==> src/rtl/dac_spi_sequencer_pkg.sv <==
`default_nettype none
// ============================================================================
//  Module      : dac_spi_sequencer_pkg
//  Description : Shared state encodings, frame geometry, default DAC nibbles
//                and source-select codes for the DAC SPI sequencer.
//  Revision    : 1.0  initial release
// ============================================================================
package dac_spi_sequencer_pkg;

    typedef enum logic [1:0] {
        ST_IDLE  = 2'd0,
        ST_LOAD  = 2'd1,
        ST_SHIFT = 2'd2,
        ST_DONE  = 2'd3
    } state_t;

    localparam int         C_FRAME_BITS   = 24;
    localparam int         C_SAMPLE_W     = 12;
    localparam logic [3:0] C_DEFAULT_CMD  = 4'b0011;
    localparam logic [3:0] C_DEFAULT_ADDR = 4'b1111;

    localparam logic [1:0] C_SRC_HOLD     = 2'b00;
    localparam logic [1:0] C_SRC_SQUARE   = 2'b01;
    localparam logic [1:0] C_SRC_SINE     = 2'b10;
    localparam logic [1:0] C_SRC_SINE_ALT = 2'b11;

    // DAC word: command, address, 12-bit sample, four pad bits
    function automatic logic [C_FRAME_BITS-1:0] build_word(
        input logic [3:0]            cmd,
        input logic [3:0]            addr,
        input logic [C_SAMPLE_W-1:0] sample
    );
        return {cmd, addr, sample, 4'b0000};
    endfunction

endpackage
`default_nettype wire

==> src/rtl/dac_spi_sequencer_if.sv <==
`default_nettype none
// ============================================================================
//  Module      : dac_spi_sequencer_if
//  Description : Sample-source inputs and DAC SPI pins of the sequencer.
//                master = sequencer side, slave = generators/DAC side.
//  Revision    : 1.0  initial release
// ============================================================================
interface dac_spi_sequencer_if;
    import dac_spi_sequencer_pkg::*;

    logic [1:0]            src_sel;
    logic [C_SAMPLE_W-1:0] sig_sine;
    logic [C_SAMPLE_W-1:0] sig_square;
    logic                  sample_req;
    logic                  spi_sck;
    logic                  spi_mosi;
    logic                  dac_cs_n;
    logic                  busy;
    logic                  overrun;

    modport master (
        input  src_sel, sig_sine, sig_square,
        output sample_req, spi_sck, spi_mosi, dac_cs_n, busy, overrun
    );

    modport slave (
        output src_sel, sig_sine, sig_square,
        input  sample_req, spi_sck, spi_mosi, dac_cs_n, busy, overrun
    );
endinterface
`default_nettype wire

==> src/rtl/dac_spi_sequencer_sample_tick_gen.sv <==
`default_nettype none
// ============================================================================
//  Module      : sample_tick_gen
//  Description : Free-running 0..SAMPLE_DIV-1 counter; tick_o is high for the
//                single cycle the count sits at SAMPLE_DIV-1.
//  Revision    : 1.0  initial release
// ============================================================================
module sample_tick_gen #(
    parameter int SAMPLE_DIV = 1000
) (
    input  logic clk,
    input  logic rst,
    output logic tick_o
);

    localparam int               CNT_W  = (SAMPLE_DIV > 1) ? $clog2(SAMPLE_DIV) : 1;
    localparam logic [CNT_W-1:0] C_LAST = CNT_W'(SAMPLE_DIV - 1);

    logic [CNT_W-1:0] count_q;
    logic [CNT_W-1:0] count_d;

    // Wrap at the last count so the tick period is exactly SAMPLE_DIV
    always_comb begin
        count_d = (count_q == C_LAST) ? '0 : count_q + CNT_W'(1);
    end

    // Counter register
    always_ff @(posedge clk or posedge rst) begin
        if (rst) begin
            count_q <= '0;
        end else begin
            count_q <= count_d;
        end
    end

    assign tick_o = (count_q == C_LAST);

endmodule
`default_nettype wire

==> src/rtl/dac_spi_sequencer.sv <==
`default_nettype none
// ============================================================================
//  Module      : dac_spi_sequencer
//  Description : On each sample tick, selects sine/square/held sample, builds
//                the 24-bit DAC word and shifts it MSB-first over SPI mode 0.
//                All pins are driven straight from registers.
//  Revision    : 1.0  initial release
// ============================================================================
module dac_spi_sequencer
    import dac_spi_sequencer_pkg::*;
#(
    parameter int         CLK_DIV    = 2,
    parameter int         SAMPLE_DIV = 1000,
    parameter logic [3:0] CMD        = C_DEFAULT_CMD,
    parameter logic [3:0] ADDR       = C_DEFAULT_ADDR
) (
    input  logic                clk,
    input  logic                rst,
    dac_spi_sequencer_if.master dac_io
);

    localparam int                HALF_W      = (CLK_DIV > 1) ? $clog2(CLK_DIV) : 1;
    localparam logic [HALF_W-1:0] C_HALF_LAST = HALF_W'(CLK_DIV - 1);
    localparam logic [4:0]        C_LAST_BIT  = 5'(C_FRAME_BITS - 1);

    state_t                  state_q;
    logic [HALF_W-1:0]       half_q;
    logic [4:0]              bit_q;
    // Holds the bits still to be sent after the one currently on MOSI
    logic [C_FRAME_BITS-2:0] shreg_q;
    logic [C_SAMPLE_W-1:0]   last_q;
    logic                    sample_req_q;
    logic                    sck_q;
    logic                    mosi_q;
    logic                    cs_n_q;
    logic                    busy_q;
    logic                    overrun_q;

    logic                    tick;
    logic [C_SAMPLE_W-1:0]   sample_d;
    logic [C_FRAME_BITS-1:0] word_d;

    sample_tick_gen #(
        .SAMPLE_DIV (SAMPLE_DIV)
    ) u_tick (
        .clk    (clk),
        .rst    (rst),
        .tick_o (tick)
    );

    // Source select: sine wins when both bits set, 00 repeats the last sample
    always_comb begin
        sample_d = last_q;
        case (dac_io.src_sel)
            C_SRC_SQUARE:               sample_d = dac_io.sig_square;
            C_SRC_SINE, C_SRC_SINE_ALT: sample_d = dac_io.sig_sine;
            default:                    sample_d = last_q;
        endcase
        word_d = build_word(CMD, ADDR, sample_d);
    end

    // Frame sequencer: IDLE -> LOAD -> SHIFT -> DONE, all pins registered here
    always_ff @(posedge clk or posedge rst) begin
        if (rst) begin
            state_q      <= ST_IDLE;
            half_q       <= '0;
            bit_q        <= '0;
            shreg_q      <= '0;
            last_q       <= '0;
            sample_req_q <= 1'b0;
            sck_q        <= 1'b0;
            mosi_q       <= 1'b0;
            cs_n_q       <= 1'b1;
            busy_q       <= 1'b0;
            overrun_q    <= 1'b0;
        end else begin
            sample_req_q <= 1'b0;
            // Ticks are never queued; one landing mid-frame is only recorded
            if (tick && busy_q) begin
                overrun_q <= 1'b1;
            end
            case (state_q)
                ST_IDLE: begin
                    if (tick) begin
                        state_q      <= ST_LOAD;
                        sample_req_q <= 1'b1;
                        busy_q       <= 1'b1;
                    end
                end
                ST_LOAD: begin
                    shreg_q <= word_d[C_FRAME_BITS-2:0];
                    last_q  <= sample_d;
                    mosi_q  <= word_d[C_FRAME_BITS-1];
                    cs_n_q  <= 1'b0;
                    sck_q   <= 1'b0;
                    half_q  <= '0;
                    bit_q   <= '0;
                    state_q <= ST_SHIFT;
                end
                ST_SHIFT: begin
                    if (half_q == C_HALF_LAST) begin
                        half_q <= '0;
                        if (!sck_q) begin
                            sck_q <= 1'b1;
                        end else begin
                            sck_q <= 1'b0;
                            if (bit_q == C_LAST_BIT) begin
                                // Last falling edge: release CS, park MOSI low
                                cs_n_q  <= 1'b1;
                                mosi_q  <= 1'b0;
                                state_q <= ST_DONE;
                            end else begin
                                bit_q   <= bit_q + 5'd1;
                                mosi_q  <= shreg_q[C_FRAME_BITS-2];
                                shreg_q <= {shreg_q[C_FRAME_BITS-3:0], 1'b0};
                            end
                        end
                    end else begin
                        half_q <= half_q + HALF_W'(1);
                    end
                end
                ST_DONE: begin
                    // CS-high guard time before the next frame may start
                    if (half_q == C_HALF_LAST) begin
                        half_q  <= '0;
                        busy_q  <= 1'b0;
                        state_q <= ST_IDLE;
                    end else begin
                        half_q <= half_q + HALF_W'(1);
                    end
                end
                default: begin
                    state_q <= ST_IDLE;
                end
            endcase
        end
    end

    assign dac_io.sample_req = sample_req_q;
    assign dac_io.spi_sck    = sck_q;
    assign dac_io.spi_mosi   = mosi_q;
    assign dac_io.dac_cs_n   = cs_n_q;
    assign dac_io.busy       = busy_q;
    assign dac_io.overrun    = overrun_q;

endmodule
`default_nettype wire

==> src/flat_wrapper.sv <==
// flat-port wrapper written by rule: the top's interface ports become plain ports
module dac_spi_sequencer_flat import dac_spi_sequencer_pkg::*;
#(
    parameter int         CLK_DIV    = 2,
    parameter int         SAMPLE_DIV = 1000,
    parameter logic [3:0] CMD        = C_DEFAULT_CMD,
    parameter logic [3:0] ADDR       = C_DEFAULT_ADDR
)
  (clk, rst, dac_io_src_sel, dac_io_sig_sine, dac_io_sig_square, dac_io_sample_req, dac_io_spi_sck, dac_io_spi_mosi, dac_io_dac_cs_n, dac_io_busy, dac_io_overrun);
  dac_spi_sequencer_if dac_io_i ();
  input  logic clk;
  input  logic rst;
  input wire logic [$bits(dac_io_i.src_sel)-1:0] dac_io_src_sel;
  input wire logic [$bits(dac_io_i.sig_sine)-1:0] dac_io_sig_sine;
  input wire logic [$bits(dac_io_i.sig_square)-1:0] dac_io_sig_square;
  output wire logic [$bits(dac_io_i.sample_req)-1:0] dac_io_sample_req;
  output wire logic [$bits(dac_io_i.spi_sck)-1:0] dac_io_spi_sck;
  output wire logic [$bits(dac_io_i.spi_mosi)-1:0] dac_io_spi_mosi;
  output wire logic [$bits(dac_io_i.dac_cs_n)-1:0] dac_io_dac_cs_n;
  output wire logic [$bits(dac_io_i.busy)-1:0] dac_io_busy;
  output wire logic [$bits(dac_io_i.overrun)-1:0] dac_io_overrun;
  assign dac_io_i.src_sel = dac_io_src_sel;
  assign dac_io_i.sig_sine = dac_io_sig_sine;
  assign dac_io_i.sig_square = dac_io_sig_square;
  assign dac_io_sample_req = dac_io_i.sample_req;
  assign dac_io_spi_sck = dac_io_i.spi_sck;
  assign dac_io_spi_mosi = dac_io_i.spi_mosi;
  assign dac_io_dac_cs_n = dac_io_i.dac_cs_n;
  assign dac_io_busy = dac_io_i.busy;
  assign dac_io_overrun = dac_io_i.overrun;
  dac_spi_sequencer #(.CLK_DIV(CLK_DIV), .SAMPLE_DIV(SAMPLE_DIV), .CMD(CMD), .ADDR(ADDR)) u_core (.clk(clk), .rst(rst), .dac_io(dac_io_i));
endmodule
==> config.mk <==
export PLATFORM = sky130hd
export DESIGN_NAME = dac_spi_sequencer_flat
export DESIGN_NICKNAME = d
export VERILOG_FILES = /design/src/rtl/dac_spi_sequencer_pkg.sv /design/src/rtl/dac_spi_sequencer_if.sv /design/src/rtl/dac_spi_sequencer_sample_tick_gen.sv /design/src/rtl/dac_spi_sequencer.sv /design/src/flat_wrapper.sv
export SDC_FILE = /design/constraint.sdc
export NUM_CORES = 1
export LEC_CHECK = 0
export CAP_MARGIN = 40
export CORE_MARGIN = 3
export CORE_UTILIZATION = 50
export CTS_CLUSTER_SIZE = 12
export DETAILED_ROUTE_END_ITERATION = 8
export PLACE_DENSITY = 0.79
export SYNTH_ARGS = -nofsm -noshare
export SYNTH_HDL_FRONTEND = slang
export SYNTH_SLANG_ARGS = --single-unit
==> constraint.sdc <==
create_clock -name clk -period 2.2 [get_ports clk]
set_input_delay 0.22 -clock clk [delete_from_list [all_inputs] [get_ports clk]]
set_output_delay 0.22 -clock clk [all_outputs]
set_load 0.01 [all_outputs]
==> impl_metrics.toml <==
[status]
outcome = "completed"

[job]
maxCapViolCount = 0

[clock_tree]
clk_path_buf_depth = 2
cts_sinks = 55
cts-resized-gates = 0
postCtsSetupRepairBufs = 0
numCtsBuffers = 5
htree_levels = 2
ctsHoldBuffers = 0
cts_tree = "yes"
clkTransAtPathRegs_ns = 0.10
worst_skew_pair.late_latency_ns = 0.31
root_buffer = "clkbuf_8"

[timing]
final_max_slew_viol_count = 0
finalSetupViolations = 0
min_period_over_period_pct = 89.5
hold_viol_final = 0
slew_headroom_pct = 66.8
fin_crit_ns = 1.97
whs_ns = 0.251
rsz0062_at_grt = "no"
max_clock_freq_mhz = 508
tns_ns = 0
worst_slew_pin_slew_ns = 0.497
fin_skew_ns = 0.00855

[synthesis]
yosysUniqueCellTypes = 43
yosysSeqAreaShare_pct = 50.1
synth-seq-cells = 55
synth_cells = 244
syn-num-nets = 279
synth-edff-count = 0
avgSynthCellArea_um2 = 11.3
async_reset_ff_share_pct = 100
ys.flop_type = "dfrtp_1"
synth_area_mm2 = 0.00275
yosysWarnings = 0

[floorplanning]
fp.dieH_um = 80.2
std_cell_rows = 26
dieArea_mm2 = 0.00643
die_width_um = 80.2
ios = 34
core_mm2 = 0.00520
initial_core_util_pct = 52.9

[drt]
drt_iter0_drc = 93
final_antenna_net_count = 0
dr_total_vias = 1947
wl_per_cell_um = 14.7
route.detailed.drc = 0
routed_via_density = 5.50
wl_mm = 5.20
firstDrtPassIters = 4

[worst_setup_path]
r2r_start = "u_core.state_q[0]"
worstPathCellList = "inv_1 -> ha_1 -> a21boi_1 -> a21oi_2 -> buf_4 -> a31o_2"
start_kind = "flop"
cp.buffers_inverters = 2
cp.required_ns = 2.40
critPathCaptureType = "flop"
ff2ff_setup_slack_ns = 0.23
worstPathArrival_ns = 2.17
critPathMaxFanout = 14
slowest_delay_ns = 0.42
cp_slowest_cell = "dfrtp_1"
cpLargestDelayFamily = "compound AO/OA/AOI/OAI gates"
critical_path_class = "flop to flop"
r2r-end = "u_core.bit_q[2]"
r2r_cells = 6

[pwr]
p_per_area_mw_per_mm2 = 510
p_leak_uw = 0.00150
vdd_ir_drop_max_v = 0.000378

[global_route]
track_usage_pct = 17.6
antenna_found_initial = 0
gr-total-overflow = 0
grt_pass1_wl_mm = 8.99
grt_max_degree = 34
first_global_vias = 2014

[layout]
area_growth_syn_to_layout_pct = 19.1
drive_above_1_share_pct = 13.0
final_nets = 318
n_antenna_cell = 0
fill_cells = 428

[min_path]
min_path_type = "primary input to async pin"

[place]
hpwl_mm = 3.87
io_buffers = 33
place.gp.congestion = 0.849
[stage by stage]
step,util [%],total power (uW),setup WS [ns],cells,instance area (um^2)
finish,63.0,1670,0.232,354,3280
global route,63.0,1750,0.0850,354,3280
CTS,63.0,1700,0.232,354,3280
detailed placement,61.4,1150,0.250,346,3200
global placement,61.4,1150,0.362,346,3200
floorplan,-,1080,0.487,244,2750
[layout by cell type (no fill, tap or decap), drive strengths merged, types with 2 or more instances in the layout]
master         Yosys  layout
xor2               4       4
and3               3       3
nand2b             2       2
a21oi              2       2
nand3              5       5
nand4              5       5
xnor2              4       4
dfrtp             54      54
nand2             22      22
buf                5       8
clkdlybuf4s50      0      33
inv               15      15
and2               2       2
ha                 7       7
o22a               6       6
nor2b              2       2
mux2              14      14
nor2              16      16
o21ai             15      15
a21o               2       2
clkbuf             4       7
a22o               5       5
mux2i             35      35
[synthesized netlist by cell type, types with 2 or more instances]
master,number,area share (%)
clkbuf_1,4,0.55
and3_1,3,0.68
nand2b_1,2,0.45
nor2b_1,2,0.45
xnor2_1,4,1.3
nand4_1,4,0.91
and2_1,2,0.45
inv_1,15,2.0
mux2i_1,35,13
o21ai_0,15,2.7
buf_2,4,0.73
mux2_2,13,5.3
o22a_1,6,1.9
xor2_1,4,1.3
nand3_1,4,0.73
nor2_1,15,2.0
a21o_1,2,0.55
dfrtp_1,54,49
a22o_1,5,1.6
nand2_1,22,3.0
ha_1,7,3.2
[sequential cells by signal, summed over array words and instances, names as in the netlist, 2 cells and up]
| register | flops |
|---|---|
| u_core.bit_q | 5 |
| u_core.last_q | 12 |
| u_core.shreg_q | 19 |
| u_core.state_q | 2 |
| u_core.u_tick.count_q | 10 |
[power breakdown]
group | switching [uW] | internal (uW) | total (uW)
sequential | 0 | 1010 | 1010
clock | 314 | 224 | 539
combinational | 54.0 | 66.8 | 121
[how the worst max path moves through the flow]
stage | from | endpoint | slack (ns) | depth (start not counted)
finish | u_core.state_q[0] | u_core.bit_q[2] | 0.23 | 6
global route | u_core.state_q[0] | u_core.bit_q[2] | 0.09 | 6
CTS | u_core.state_q[0] | u_core.bit_q[2] | 0.23 | 6
detailed placement | u_core.state_q[0] | u_core.bit_q[2] | 0.25 | 6
global placement | u_core.state_q[0] | u_core.bit_q[2] | 0.36 | 6
floorplan | u_core.bit_q[0] | u_core.shreg_q[15] | 0.49 | 5
[area by class of cell]
type	instances	area, um^2	area share (%)
timing repair buffer	41	403	12.3
clock buffer	7	76.3	2.33
multi-input combinational	165	1270	38.8
tap	70	87.6	2.67
sequential	55	1380	42.0
inverter	15	56.3	1.72
clock inverter	1	5.00	0.153
[per-layer routing]
layer | track usage, % | vias up | part of all wire, %
li1 | - | 938 | -
met1 | 22.6 | 944 | 46
met2 | 30.0 | 57 | 49
met3 | 3.81 | 8 | 4.1
met4 | 4.90 | 0 | 1.0
met5 | 0 | - | 0
[worst register-to-register path: cells and delay by family, from the launching register on]
kind	cells	cell delay, ns
AOI/OAI and AO/OA	3	0.72
DFF	1	0.42
adders and majority gates	1	0.41
buffers and inverters	2	0.32
[cell families after synthesis]
kind of cell / Yosys count / synth area share [%]
AND/OR/NAND/NOR: 61 / 10.8
AO/OA/AOI/OAI: 40 / 11.1
multiplexers: 49 / 18.6
XOR/XNOR: 8 / 2.55
adder cells (fa/ha/maj): 7 / 3.18
buffers and inverters: 24 / 3.73
flip-flops: 55 / 50.1
Power figures use the tool's default switching activity.
